<file path="config.mk">
export PLATFORM = sky130hd
export DESIGN_NAME = johnson_decoder
export DESIGN_NICKNAME = d
export VERILOG_FILES = /design/src/rtl/johnson_decoder.sv
export SDC_FILE = /design/constraint.sdc
export NUM_CORES = 1
export LEC_CHECK = 0
export CAP_MARGIN = 30
export CORE_MARGIN = 2
export CORE_UTILIZATION = 54
export DETAILED_ROUTE_END_ITERATION = 8
export PLACE_DENSITY = 0.83
export SLEW_MARGIN = 10
export SYNTH_ARGS = -nofsm -noshare
export SYNTH_HDL_FRONTEND = slang
export SYNTH_SLANG_ARGS = --single-unit
</file>
<file path="constraint.sdc">
create_clock -name clk -period 7.62 [get_ports clk]
set_input_delay 1.524 -clock clk [delete_from_list [all_inputs] [get_ports clk]]
set_output_delay 1.524 -clock clk [all_outputs]
set_load 0.03 [all_outputs]
</file>
<file path="src/rtl/johnson_decoder.sv">
// johnson_decoder: decodes a Johnson-coded stream to a phase index, tracks lock and counts errors
module johnson_decoder #(
    parameter int N        = 4,
    parameter int IDXW     = 3,
    parameter int LOCK_CNT = 3,
    parameter int ERRW     = 8
) (
    input  logic            clk,
    input  logic            reset,
    input  logic            code_valid,
    input  logic [N-1:0]    code_in,
    input  logic            clear_err,
    output logic [IDXW-1:0] idx,
    output logic            idx_valid,
    output logic            illegal,
    output logic            seq_err,
    output logic            locked,
    output logic [ERRW-1:0] err_count
);
    localparam int GW = $clog2(LOCK_CNT + 1);
    localparam logic [GW-1:0] LOCK_V = GW'(LOCK_CNT);
    localparam logic [IDXW:0] TWO_N = (IDXW + 1)'(2 * N);
    localparam logic [IDXW-1:0] LAST = IDXW'(2 * N - 1);

    typedef enum logic [1:0] {HUNT, TRACK, LOCKED} state_t;

    state_t          state;
    logic [IDXW-1:0] ref_idx, index, succ, pc;
    logic [GW-1:0]   good_cnt, good_nxt;
    logic [N-1:0]    w;
    logic            legal, err_ev;

    // legality, phase index and the expected successor of the reference phase
    always_comb begin
        w = code_in[N-1] ? ~code_in : code_in;
        legal = (w & (w + N'(1))) == '0;
        pc = '0;
        for (int i = 0; i < N; i++) pc = pc + IDXW'(code_in[i]);
        index = code_in[N-1] ? IDXW'(TWO_N - {1'b0, pc}) : pc;
        succ = (ref_idx == LAST) ? '0 : ref_idx + IDXW'(1);
        good_nxt = good_cnt + GW'(1);
        err_ev = code_valid && state == LOCKED && (!legal || (index != succ && index != ref_idx));
    end

    assign locked = (state == LOCKED);

    // lock FSM with registered decode outputs and saturating error counter
    always_ff @(posedge clk) begin
        if (reset) begin
            state     <= HUNT;
            ref_idx   <= '0;
            good_cnt  <= '0;
            idx       <= '0;
            idx_valid <= 1'b0;
            illegal   <= 1'b0;
            seq_err   <= 1'b0;
            err_count <= '0;
        end else begin
            idx_valid <= 1'b0;
            illegal   <= 1'b0;
            seq_err   <= 1'b0;
            err_count <= clear_err ? '0 : (err_ev && !(&err_count)) ? err_count + ERRW'(1) : err_count;
            if (code_valid) begin
                if (!legal) begin
                    illegal <= 1'b1;
                    state   <= HUNT;
                end else begin
                    idx       <= index;
                    idx_valid <= 1'b1;
                    ref_idx   <= index;
                    if (state == HUNT) begin
                        state    <= TRACK;
                        good_cnt <= '0;
                    end else if (index == succ) begin
                        if (state == TRACK) begin
                            good_cnt <= good_nxt;
                            if (good_nxt == LOCK_V) state <= LOCKED;
                        end
                    end else if (index != ref_idx) begin
                        seq_err  <= (state == LOCKED);
                        good_cnt <= '0;
                        state    <= TRACK;
                    end
                end
            end
        end
    end
endmodule

</file>
==> results.rst <==
.. list-table::
   :header-rows: 1

   * - Metric
     - Value
   * - Run status
     - finished clean
   * - Clock-pin slew on the worst setup and hold paths
     - 0.10 ns
   * - Number of violations of the max-capacitance limit
     - 0
   * - Total standard cell area after synthesis
     - 0.001134 mm^2
   * - Met3 routing resource usage after global routing
     - 3.636%
   * - Final number of hold-violating endpoints
     - 0
   * - Overall global routing resource usage
     - 20.81%
   * - Syn_nets
     - 146
   * - Maximum clock insertion buffer count
     - 2
   * - Via-to-Cell Ratio
     - 5.600
   * - Actual slew at the worst max-slew pin
     - 0.4678 ns
   * - Placer's final routability congestion estimate
     - 0.8619
   * - Detailed Place HPWL
     - 1852 um
   * - Sequential cell area fraction in the yosys report
     - 31.79%
   * - Number of DRC violations after detailed-routing iteration 0
     - 23
   * - Leak Pwr
     - 0.0005263 uW
   * - Worst IR Drop VDD
     - 0.1159 mV
   * - Ranking of synthesized cells by area
     - sky130_fd_sc_hd__dfxtp_1, sky130_fd_sc_hd__ha_1, sky130_fd_sc_hd__xnor2_1, sky130_fd_sc_hd__nand2_1, sky130_fd_sc_hd__inv_1
   * - RSZ-0062 raised after global routing
     - false
   * - Synthesis Warnings
     - 0
   * - Arrival time of data at the critical path endpoint
     - 4.99 ns
   * - Source-to-sink clock delay at the later pin of the worst-skew pair
     - 0.29 ns
   * - Post-synth EDFFs
     - 0
   * - Post-synth cell types
     - 41
   * - Biggest area consumer among synthesized cells
     - sky130_fd_sc_hd__dfxtp_1
   * - Post-synthesis register bit count
     - 18
   * - Syn avg cell area
     - 8.720 um^2
   * - Horiz. Die Dim
     - 49.82 um
   * - Count of pins over their slew limit
     - 0
   * - Pin count of the biggest net entering global routing
     - 15
   * - Detailed-route DRC error count
     - 0
   * - Remaining antenna violation count after routing
     - 0
   * - Start-to-end type of the worst setup path
     - input pin to flop
   * - Clock buffer count from CTS
     - 3
   * - Cell at the root of the clock tree
     - sky130_fd_sc_hd__clkbuf_4
   * - Met1 GRT Util
     - 26.20%
   * - Buf/Inv on CP
     - 4
   * - Detailed-route via count
     - 1,008
   * - Kind of start point of the critical path
     - input pin
   * - WL per Instance
     - 13.14 um
   * - H-tree depth
     - 1
   * - Detailed-route wire length
     - 2365 um
   * - # port buffers
     - 22
   * - Cts-stage hold buffer count
     - 0
   * - Placement row count
     - 16
   * - Initial antenna violation count
     - 0
   * - DP Worst Slack
     - 2.552 ns
   * - Asr flop ratio synth
     - 0%
   * - Synthesized instance count
     - 130
   * - Setup TNS
     - 0 ns
   * - Max Clk Rate
     - 210.3 MHz
   * - Starting density of the core
     - 57.78%
   * - Wire length of the first global-routing pass
     - 3967 um
   * - Total clock sinks
     - 18
   * - Met2 layer usage reported by global route
     - 35.78%
   * - Ratio of cells with drive above 1 in the final layout
     - 10.46%
   * - Class of the tightest hold or removal check
     - flop to flop
   * - Family with the most delay on the worst path
     - adder cells
   * - Main flop type after synthesis
     - sky130_fd_sc_hd__dfxtp_1
   * - Post-Place Cells
     - 176
   * - Total I/O pin count
     - 23
   * - Nets@finish
     - 170
   * - Global route hottest layer
     - met2
   * - Final non-filler cell area
     - 0.001413 mm^2
   * - Slowest stage cell, crit path
     - sky130_fd_sc_hd__clkdlybuf4s50_1
   * - Share of the clock period used by the worst path
     - 62.42%
   * - Area growth from synthesis to layout
     - 24.61%
   * - Total grt overflow
     - 0
   * - Highest net fanout along the worst path
     - 8
   * - Number of gates resized after cts
     - 0
   * - Final antenna diode count
     - 0
   * - Placed cell area
     - 0.001376 mm^2
   * - Power per unit of standard cell area
     - 166.0 mW/mm^2
   * - Area share of the leading cell type in the synthesized netlist
     - 31.79%
   * - Time the final worst path needs with I/O delays and setup
     - 4.756 ns
   * - Crit path setup slack, layout
     - 2.864 ns
   * - Commonest non-fill, non-tap cell in the layout
     - sky130_fd_sc_hd__clkdlybuf4s50_1
   * - List of cells traversed by the critical path
     - clkdlybuf4s50_1 > inv_1 > fa_1 > inv_1 > ha_1 > ha_1 > inv_1 > ha_1 > mux2i_2 > xnor2_1 > o32ai_4 > a21o_4 > or3_1 > a21oi_1
   * - Overall die height
     - 49.82 um
   * - Floorplan die area
     - 0.002482 mm^2
   * - Setup violations, final
     - 0
   * - Required time at the worst-slack endpoint
     - 7.85 ns
   * - Normalized max-slew margin
     - 68.71%
   * - Buffer count from post-CTS setup fixing
     - 0
   * - Kind of end point of the critical path
     - flop
   * - Most used cells in the layout excluding fill and tap cells
     - sky130_fd_sc_hd__clkdlybuf4s50_1, sky130_fd_sc_hd__dfxtp_1, sky130_fd_sc_hd__nand2_1, sky130_fd_sc_hd__inv_1
   * - Core region area
     - 0.001962 mm^2
   * - Post-route clock skew
     - 0.0008710 ns
   * - Number of global-route vias before repair
     - 925
   * - Largest stage delay, worst path
     - 0.57 ns
   * - TritonCTS clock tree
     - yes
   * - Length of the first detailed-routing pass in iterations
     - 4
   * - Filler-free cell count of the finished design
     - 180
==> routing by layer <==
metal,vias to the layer above,part of all wire (%),wire (um)
met3,5,3.6,85
met5,-,0,0
met1,467,46,1078
li1,507,-,-
met4,0,1.4,34
met2,29,49,1167
==> logic make-up (layout without fill, tap and decap cells) <==
| family | after synthesis | in the layout | synth area share, % |
|---|---|---|---|
| AO/OA/AOI/OAI | 29 | 29 | 20.20 |
| adder cells (fa/ha/maj) | 8 | 8 | 9.492 |
| flip-flops | 18 | 18 | 31.79 |
| XOR/XNOR | 10 | 10 | 8.389 |
| buffers and inverters | 15 | 38 | 4.967 |
| AND/OR/NAND/NOR | 45 | 45 | 20.20 |
| multiplexers | 5 | 5 | 4.967 |
==> tightest hold or removal path, stage by stage, from the launching register on <==
cell	delay, ns
sky130_fd_sc_hd__dfxtp_1	0.34
sky130_fd_sc_hd__nand2b_1	0.07
sky130_fd_sc_hd__mux2i_1	0.06
==> sequential cells by signal (all words and copies together) (netlist names) <==
| register | count |
|---|---|
| good_cnt | 2 |
| err_count | 8 |
| state | 2 |
| idx_valid | 1 |
| ref_idx | 3 |
| illegal | 1 |
| seq_err | 1 |
==> path summary, 6_finish.rpt <==
kind / start / to / slack [ns] / depth (start not counted)
max: code_in[3] / err_count[4] / 2.86 / 14
min: good_cnt[0] / good_cnt[0] / 0.51 / 2
max reg2reg: ref_idx[0] / err_count[4] / 5.19 / 8
min reg2reg: good_cnt[0] / good_cnt[0] / 0.51 / 2
==> report_power, final <==
| part | switching [uW] | internal [uW] |
|---|---|---|
| logic | 43.8 | 31.9 |
| registers | 2.61 | 96.5 |
| clock network | 30.5 | 29.1 |
| total | 77.0 | 158 |
==> area by class of cell <==
class	instances	area [um^2]
tap	27	33.78
clock buffer	4	36.28
timing repair buffer	22	220.2
multi-input combinational	97	716.9
sequential	18	360.3
inverter	12	45.04
fill	170	549.3
==> per-stage QoR <==
stage | total power (uW) | utilization [%] | hold WS, ns
CTS | 234.9 | 72.00 | 0.5175
finish | 234.5 | 72.00 | 0.5126
detailed placement | 176.7 | 70.15 | 0.5024
floorplan | 158.6 | - | 0.4578
global placement | 173.4 | 70.15 | 0.4667
global route | 245.5 | 72.00 | 0.5471
==> cells in the mapped netlist, drive strengths merged (3+ instances only) <==
cell / number
a21oi: 9
or3: 3
ha: 7
a211oi: 3
nor3: 5
o21ai: 5
nor2b: 3
clkbuf: 3
xnor2: 9
dfxtp: 18
inv: 12
nor2: 8
nand2: 15
mux2i: 3
(Power assumes the default switching activity.)
